`src/rtl/i2c_reg_sequencer.sv`:
```
// Host register access front end for the I2C byte engine: issues START/WRITE/RESTART/READ/STOP
// one command at a time and reports done/err/rdata. Define I2C_SEQ_TIMEOUT_EN for the response watchdog.
module i2c_reg_sequencer #(
    parameter int unsigned CMD_W          = 3,
    parameter logic [15:0] TIMEOUT_CYCLES = 16'hFFFF
) (
    input  logic             clk,
    input  logic             reset,
    input  logic             req_valid,
    output logic             req_ready,
    input  logic             req_rw,
    input  logic [6:0]       req_dev,
    input  logic [7:0]       req_reg,
    input  logic [7:0]       req_wdata,
    output logic             cmd_valid,
    input  logic             cmd_ready,
    output logic [CMD_W-1:0] cmd_code,
    output logic [7:0]       cmd_data,
    input  logic             rsp_valid,
    input  logic             rsp_nack,
    input  logic [7:0]       rsp_data,
    output logic             done,
    output logic             err,
    output logic [7:0]       rdata
);

    localparam logic [CMD_W-1:0] CMD_NOP       = CMD_W'(0);
    localparam logic [CMD_W-1:0] CMD_START     = CMD_W'(1);
    localparam logic [CMD_W-1:0] CMD_WRITE     = CMD_W'(2);
    localparam logic [CMD_W-1:0] CMD_READ_NACK = CMD_W'(3);
    localparam logic [CMD_W-1:0] CMD_RESTART   = CMD_W'(4);
    localparam logic [CMD_W-1:0] CMD_STOP      = CMD_W'(5);

    typedef enum logic [1:0] {PH_IDLE, PH_ISSUE, PH_WAIT} phase_t;
    typedef enum logic [2:0] {
        ST_START, ST_ADDR_W, ST_REG, ST_DATA, ST_RESTART, ST_ADDR_R, ST_READ, ST_STOP
    } step_t;

    phase_t      phase;
    step_t       step;
    step_t       next_step;
    logic        rw_q;
    logic [6:0]  dev_q;
    logic [7:0]  reg_q;
    logic [7:0]  wdata_q;
    logic        err_flag;

    function automatic step_t step_after(step_t s, logic rw);
        case (s)
            ST_START:   step_after = ST_ADDR_W;
            ST_ADDR_W:  step_after = ST_REG;
            ST_REG:     step_after = rw ? ST_RESTART : ST_DATA;
            ST_RESTART: step_after = ST_ADDR_R;
            ST_ADDR_R:  step_after = ST_READ;
            default:    step_after = ST_STOP;
        endcase
    endfunction

    function automatic logic is_write(step_t s);
        is_write = (s == ST_ADDR_W) || (s == ST_REG) || (s == ST_DATA) || (s == ST_ADDR_R);
    endfunction

    function automatic logic [CMD_W-1:0] step_code(step_t s);
        case (s)
            ST_START:   step_code = CMD_START;
            ST_RESTART: step_code = CMD_RESTART;
            ST_READ:    step_code = CMD_READ_NACK;
            ST_STOP:    step_code = CMD_STOP;
            default:    step_code = CMD_WRITE;
        endcase
    endfunction

    function automatic logic [7:0] step_byte(step_t s, logic [6:0] dev, logic [7:0] rg,
                                             logic [7:0] wd);
        case (s)
            ST_ADDR_W: step_byte = {dev, 1'b0};
            ST_REG:    step_byte = rg;
            ST_DATA:   step_byte = wd;
            ST_ADDR_R: step_byte = {dev, 1'b1};
            default:   step_byte = 8'h00;
        endcase
    endfunction

    // A NACKed address/data byte skips the rest of the transfer and goes straight to STOP
    always_comb begin
        next_step = step_after(step, rw_q);
        if (is_write(step) && rsp_nack) begin
            next_step = ST_STOP;
        end
    end

`ifdef I2C_SEQ_TIMEOUT_EN
    logic [15:0] wait_cnt;
    logic        timeout_hit;
    assign timeout_hit = (({1'b0, wait_cnt} + 17'd1) >= {1'b0, TIMEOUT_CYCLES});
`else
    localparam logic [15:0] timeout_unused = TIMEOUT_CYCLES;
`endif

    always_ff @(posedge clk) begin
        if (reset) begin
            phase     <= PH_IDLE;
            step      <= ST_START;
            rw_q      <= 1'b0;
            dev_q     <= 7'h00;
            reg_q     <= 8'h00;
            wdata_q   <= 8'h00;
            err_flag  <= 1'b0;
            req_ready <= 1'b1;
            cmd_valid <= 1'b0;
            cmd_code  <= CMD_NOP;
            cmd_data  <= 8'h00;
            done      <= 1'b0;
            err       <= 1'b0;
            rdata     <= 8'h00;
`ifdef I2C_SEQ_TIMEOUT_EN
            wait_cnt  <= 16'h0000;
`endif
        end else begin
            done <= 1'b0;
            case (phase)
                PH_IDLE: begin
                    if (req_valid && req_ready) begin
                        rw_q      <= req_rw;
                        dev_q     <= req_dev;
                        reg_q     <= req_reg;
                        wdata_q   <= req_wdata;
                        err_flag  <= 1'b0;
                        err       <= 1'b0;
                        req_ready <= 1'b0;
                        step      <= ST_START;
                        phase     <= PH_ISSUE;
                        cmd_valid <= 1'b1;
                        cmd_code  <= CMD_START;
                        cmd_data  <= 8'h00;
                    end
                end
                PH_ISSUE: begin
                    if (cmd_ready) begin
                        cmd_valid <= 1'b0;
                        phase     <= PH_WAIT;
`ifdef I2C_SEQ_TIMEOUT_EN
                        wait_cnt  <= 16'h0000;
`endif
                    end
                end
                PH_WAIT: begin
                    if (rsp_valid) begin
                        if (step == ST_STOP) begin
                            phase     <= PH_IDLE;
                            done      <= 1'b1;
                            err       <= err_flag;
                            req_ready <= 1'b1;
                        end else begin
                            if (step == ST_READ) begin
                                rdata <= rsp_data;
                            end
                            if (is_write(step) && rsp_nack) begin
                                err_flag <= 1'b1;
                            end
                            step      <= next_step;
                            phase     <= PH_ISSUE;
                            cmd_valid <= 1'b1;
                            cmd_code  <= step_code(next_step);
                            cmd_data  <= step_byte(next_step, dev_q, reg_q, wdata_q);
                        end
                    end
`ifdef I2C_SEQ_TIMEOUT_EN
                    // Silent engine: abandon the step; a silent STOP still closes the transaction
                    else if (timeout_hit) begin
                        if (step == ST_STOP) begin
                            phase     <= PH_IDLE;
                            done      <= 1'b1;
                            err       <= 1'b1;
                            req_ready <= 1'b1;
                        end else begin
                            err_flag  <= 1'b1;
                            step      <= ST_STOP;
                            phase     <= PH_ISSUE;
                            cmd_valid <= 1'b1;
                            cmd_code  <= CMD_STOP;
                            cmd_data  <= 8'h00;
                        end
                    end else if (wait_cnt != 16'hFFFF) begin
                        wait_cnt <= wait_cnt + 16'd1;
                    end
`endif
                end
                default: phase <= PH_IDLE;
            endcase
        end
    end

endmodule

```
`config.mk`:
```
export PLATFORM = sky130hd
export DESIGN_NAME = i2c_reg_sequencer
export DESIGN_NICKNAME = d
export VERILOG_FILES = /design/src/rtl/i2c_reg_sequencer.sv
export SDC_FILE = /design/constraint.sdc
export NUM_CORES = 1
export LEC_CHECK = 0
export ABC_AREA = 1
export ABC_CLOCK_PERIOD_IN_PS = 1700
export CORE_MARGIN = 1.5
export CORE_UTILIZATION = 50
export CTS_BUF_LIST = sky130_fd_sc_hd__clkbuf_2 sky130_fd_sc_hd__clkbuf_4 sky130_fd_sc_hd__clkbuf_8
export DETAILED_ROUTE_END_ITERATION = 10
export PLACE_DENSITY = 0.93
export SLEW_MARGIN = 10
export SYNTH_ARGS = -nofsm -noshare
export SYNTH_HDL_FRONTEND = slang
export SYNTH_SLANG_ARGS = --single-unit
```
`constraint.sdc`:
```
create_clock -name clk -period 1.7 [get_ports clk]
set_input_delay 0.17 -clock clk [delete_from_list [all_inputs] [get_ports clk]]
set_output_delay 0.17 -clock clk [all_outputs]
set_load 0.01 [all_outputs]
```
==> metrics.txt, run 1 <==
status completed; Post-DP HPWL 4.15 mm; CP Launch Type flop; Hold Fails Final Rpt 0; CP Capture Type flop; slowest CP cell dfxtp_4; initial antenna violation count 0; most frequent cells in the layout nor2_1 (69), clkdlybuf4s50_1 (60), nand2_1 (50); post-DR wirelength/cell 13.8 um; Final TNS setup 0 ns; Die Width 70.4 um; H-tree Lvls 2; Crit path top cell by count nand2_1; Reg area 1070 sq um; Distinct cells, synth 28; cts bufs inserted 5; layout cells sized above 1 11.9%; Worst R2R Setup Slack 0.14 ns; antenna-violating nets left 0; Power Density 1260 nW/um^2; Port Buf Inserts 60; Final #Nets 408; Final Setup Violations 0; Die Height 70.4 um; DRC 0; footprint of the multi-input gates 1080 sq um; PostCTS Resize Cnt 2; core footprint 4350 sq um; CP max FO 9; worst min path class in2reg; max-slew violations 0; Fmax 643 MHz; I/O pin count 61; CTS Hold Bufs 0; final global-route overflow total 0; register area share after synthesis 46.7%; Setup Skew 0.0121 ns; Via density 5.35; CTS tree built; Power Total 3860 uW; area delta synth->final 35.1%; beginning of the critical path step[1]; fin worst setup slack 0.144 ns; worst endpoint required time 1.93 ns; pre-CTS setup slack 0.0432 ns; Tmin final 1.56 ns; Root Driver clkbuf_8; post-CTS setup buffer count 0; Syn Inst Count 309; CP Capture Point cmd_data[2]; number of synthesized register bits 53; via count 2264; Synth Net Count 347; synthesized area per cell 7.36 sq um; Initial Util 52.2%; commonest non-fill, non-tap cell in the layout nor2_1; R2R Path Start step[1]; Arrival @ worst endpoint 1.79 ns; clk_lat worst skew 0.31 ns; Iter 0 DRT Violations 228; R2R depth 11; Tcrit/Tclk final 91.5%; Max Cap Violations 0; die area 4960 sq um; GPL Wtd Cong 0.946; ANT cells 0; RR Endpoint cmd_data[2]; largest net degree at the start of global routing 36; number of global-route vias before repair 2188; synthesized cell area 2270 sq um; Setup CP Type reg2reg; first-pass GRT wire length 9.85 mm; clk buf depth 2; Hold WS 0.443 ns; CTS clk-pin slew, worst paths 0.10 ns; Core Rows 24; final design utilization 70.5%; Overall Global Routing Usage 25.5%; Routed WL 5.85 mm; router iterations before antenna repair 5; maximum vdd drop 0.940 mV; # clock sinks 53; critical-path cell list inv_4 -> nor2_1 -> nand2_1 -> nand2_2 -> inv_4 -> nand2_4 -> nand2_1 -> nand2_2 -> nor2_4 -> nand2_1 -> a21oi_1; fillers 359; Static Leak 0.00120 uW; measured slew at the worst slew-check pin 0.410 ns; RSZ-0062 raised after global routing false; CP peak stage delay 0.39 ns; max_slew headroom 72.6%; synth warn 0
## logic make-up after synthesis
logic type | after synthesis | synth area share [%]
flops | 53 | 46.7
compound gates | 61 | 14.3
buf+inv | 30 | 6.11
simple gates | 165 | 33.0
## Yosys cell counts (all sizes together)
library cell / number / share of area, %
clkbuf: 8 / 1.3
clkinv: 2 / 0.38
o21ai: 37 / 8.1
nor3: 3 / 1.2
nand2: 56 / 10
nand3: 23 / 5.1
a31oi: 1 / 0.55
a21oi: 23 / 5.6
dfxtp: 53 / 47
buf: 5 / 1.7
nand4: 9 / 3.1
nor2: 73 / 13
nand3b: 1 / 0.33
inv: 15 / 2.7
## state kept, by name, indices dropped and copies added, names as in the netlist
register	count
wdata_q	8
done	1
step	3
dev_q	7
reg_q	8
rw_q	1
phase	2
cmd_valid	1
cmd_data	8
req_ready	1
cmd_code	3
err_flag	1
err	1
rdata	8
## per-stage QoR
stage	std cells	instance area, sq um
6_report	423	3070
3_5_place_dp	415	2940
3_3_place_gp	415	2940
5_1_grt	423	3070
4_1_cts	423	3060
2_1_floorplan	309	2270
## where the power goes
part | internal [uW] | total [uW] | switching, uW
Sequential | 1510 | 1700 | 188
Clock | 496 | 905 | 408
Combinational | 485 | 1260 | 772
Total | 2490 | 3860 | 1370
## worst min-delay path by stage
stage                             from         end  slack (ns)  depth (start not counted)
final                       req_dev[4]    dev_q[4]        0.44                          3
after CTS                   req_reg[4]    reg_q[4]        0.44                          3
after floorplan             req_dev[0]    dev_q[0]        0.30                          2
after detailed placement     cmd_valid   cmd_valid        0.46                          2
after global placement        err_flag         err        0.45                          2
after global routing      req_wdata[2]  wdata_q[2]        0.45                          3
## final cells by class
class	count	area share (%)
Clock buffer	7	2.93
Clock inverter	1	0.978
Inverter	17	2.28
Multi-Input combinational cell	226	35.1
Sequential cell	53	34.9
Tap cell	52	2.12
Timing Repair Buffer	67	21.7
## per-layer routing
metal,wire [um],GRT usage (%)
met3,350,5.63
met1,2340,29.3
met5,0,0
met2,3030,46.3
met4,133,8.12
## worst max-delay path, delay by kind of cell, from the launching register on
kind,cells,cell delay [ns]
AND/OR/NAND/NOR,8,0.74
buffers and inverters,2,0.18
AO/OA/AOI/OAI,1,0.15
flip-flops,1,0.39
Note: power is estimated with default switching activity, not from simulation.
==> run 2, diff against run 1 <==
--- a/config.mk
+++ b/config.mk
@@ -11,6 +11,7 @@
 export CORE_UTILIZATION = 50
 export CTS_BUF_LIST = sky130_fd_sc_hd__clkbuf_2 sky130_fd_sc_hd__clkbuf_4 sky130_fd_sc_hd__clkbuf_8
 export DETAILED_ROUTE_END_ITERATION = 10
+export GPL_ROUTABILITY_DRIVEN = 0
 export PLACE_DENSITY = 0.93
 export SLEW_MARGIN = 10
 export SYNTH_ARGS = -nofsm -noshare
==> results of run 2 <==
Same layout as run 1: the final DEF is identical, and so are final timing and power.
==> run 3, diff against run 2 <==
--- a/config.mk
+++ b/config.mk
@@ -7,12 +7,13 @@
 export LEC_CHECK = 0
 export ABC_AREA = 1
 export ABC_CLOCK_PERIOD_IN_PS = 1700
-export CORE_MARGIN = 1.5
+export CORE_MARGIN = 8
 export CORE_UTILIZATION = 50
 export CTS_BUF_LIST = sky130_fd_sc_hd__clkbuf_2 sky130_fd_sc_hd__clkbuf_4 sky130_fd_sc_hd__clkbuf_8
 export DETAILED_ROUTE_END_ITERATION = 10
 export GPL_ROUTABILITY_DRIVEN = 0
 export PLACE_DENSITY = 0.93
+export SKIP_CTS_REPAIR_TIMING = 1
 export SLEW_MARGIN = 10
 export SYNTH_ARGS = -nofsm -noshare
 export SYNTH_HDL_FRONTEND = slang
==> metrics.txt, run 3 (synthesis results as in run 1) <==
status completed; Hold WS 0.440 ns (-0.00391 ns); beginning of the critical path phase[1]; Overall Global Routing Usage 18.0% (-7.5 points); fin worst setup slack 0.116 ns (-0.0279 ns); Setup CP Type reg2reg; Tcrit/Tclk final 93.2% (+1.6 points); commonest non-fill, non-tap cell in the layout nor2_1; via count 2297 (+1.5%); Post-DP HPWL 4.58 mm (+11%); die area 6960 sq um (+40%); number of global-route vias before repair 2275 (+4.0%); Crit path top cell by count nor2_4; R2R Path Start phase[1]; I/O pin count 61 (unchanged); layout cells sized above 1 12.5% (+0.67 points); Iter 0 DRT Violations 187 (-18%); fillers 341 (-5.0%); Port Buf Inserts 60 (unchanged); DRC 0 (unchanged); RR Endpoint cmd_data[7]; most frequent cells in the layout nor2_1 (69), clkdlybuf4s50_1 (60), nand2_1 (50), dfxtp_1 (50), o21ai_0 (36); worst min path class in2reg; R2R depth 8 (-3); Via density 5.38 (+0.51%); largest net degree at the start of global routing 25 (-31%); CTS tree built; Die Width 83.4 um (+18%); Top delay family on crit path simple AND/OR/NAND/NOR gates; Worst R2R Setup Slack 0.12 ns (-0.03 ns); Fmax 631 MHz (-1.8%); hold worst-path end dev_q[0]; clk_lat worst skew 0.31 ns (about the same); critical-path cell list inv_2 -> nor2_4 -> nand2_2 -> nor2_4 -> nand2_2 -> nor2_4 -> nand2_1 -> a21oi_1; Initial Util 52.2% (unchanged); Final Setup Violations 0 (unchanged); crit path buf inv count 1 (-1); net switching power figure 1360 uW (-0.69%); Max Cap Violations 0 (unchanged); worst endpoint required time 1.94 ns (about the same); CTS clk-pin slew, worst paths 0.09 ns (about the same); # clock sinks 53 (unchanged); Final #Nets 412 (+0.98%); slowest CP cell dfxtp_1; measured slew at the worst slew-check pin 0.429 ns (+0.0192 ns); sw frac 36.7% (+1.2 points); core footprint 4350 sq um (unchanged); WHS Path Cells 3 (unchanged); Seq pwr share 45.8% (+1.8 points); Static Leak 0.00120 uW (+0.14%); final global-route overflow total 0 (unchanged); Arrival @ worst endpoint 1.83 ns (+0.04 ns); CP peak stage delay 0.46 ns (+0.07 ns); Die Height 83.4 um (+18%); footprint of the multi-input gates 1080 sq um (+0.58%); antenna-violating nets left 0 (unchanged); Routed WL 6.20 mm (+6.0%); max-slew violations 0 (unchanged); clk buf depth 2 (unchanged); area delta synth->final 35.0% (about the same); worst hold start req_dev[0]; Setup Skew 0.00927 ns (-0.00279 ns); Tmin final 1.58 ns (+0.0279 ns); Int Pwr 2350 uW (-5.8%); initial antenna violation count 0 (unchanged); post-DR wirelength/cell 14.5 um (+5.0%); cts bufs inserted 5 (unchanged); first-pass GRT wire length 10.5 mm (+6.4%); Root Driver clkbuf_8; router iterations before antenna repair 5 (unchanged); Clk network pwr share 19.7% (-3.8 points); Reg area 1070 sq um (-0.12%); CP Capture Type flop; CP max FO 8 (-1); H-tree Lvls 2 (unchanged); Logic pwr share 34.4% (+1.8 points); maximum vdd drop 0.624 mV (-34%); CP Launch Type flop; pre-CTS setup slack 0.00558 ns (-0.0376 ns); max_slew headroom 71.3% (-1.3 points); Power Density 1210 nW/um^2 (-4.0%); ANT cells 0 (unchanged); Core Rows 24 (unchanged); Hold Fails Final Rpt 0 (unchanged)
run 3: changes by cell type in the layout (fill, tap and decap cells not counted), sizes merged:
cell | previous run | this run
clkbuf | 7 | 8
bufinv | 1 | 0
buf | 7 | 11
inv | 15 | 14
clkinv | 2 | 3
run 3: power by group through the flow:
| stage | Combinational [uW] | Clock, uW | Sequential, uW |
|---|---|---|---|
| detailed placement | 1230 | 0 | 1720 |
| global route | 1440 | 805 | 1730 |
| CTS | 1250 | 745 | 1690 |
| floorplan | 839 | 0 | 1690 |
| global placement | 1190 | 0 | 1700 |
| finish | 1280 | 731 | 1700 |
run 3: worst max path at each step:
stage,slack [ns],endpoint,cells after the start
after global placement,0.09,reg_q[6],7
after floorplan,0.35,dev_q[0],6
final,0.12,cmd_data[7],8
after global routing,-0.01,cmd_data[5],8
after detailed placement,0.006,cmd_data[4],8
after CTS,-0.04,cmd_data[7],6
run 3: area by class of cell:
class	instances	share of cell area, %
Tap cell	52	2.12
Clock buffer	8	2.98
Inverter	17	2.45
Sequential cell	53	34.9
Timing Repair Buffer	71	22.3
Multi-Input combinational cell	226	35.3
run 3: worst register-to-register path: stages, from the launching register on:
cell,delay (ns)
dfxtp_1,0.46
inv_2,0.11
nor2_4,0.12
nand2_2,0.10
nor2_4,0.20
nand2_2,0.10
nor2_4,0.20
nand2_1,0.08
a21oi_1,0.15
run 3: metal layers:
layer	track usage [%]	vias up	share of wire, %
met3	5.37	16	6.6
met2	31.0	97	50
met1	20.2	1040	41
li1	-	1144	-
met4	6.75	0	2.5
met5	0	-	0
run 3: stage by stage:
step | instances | TNS (ns) | cell area (sq um) | power [uW] | util, %
4_1_cts | 425 | -0.104 | 3030 | 3680 | 69.6
3_5_place_dp | 417 | 0 | 2940 | 2950 | 67.5
6_report | 427 | 0 | 3070 | 3700 | 70.5
5_1_grt | 427 | -0.0101 | 3070 | 3970 | 70.5
3_3_place_gp | 417 | 0 | 2940 | 2890 | 67.5
2_1_floorplan | 309 | 0 | 2270 | 2530 | -
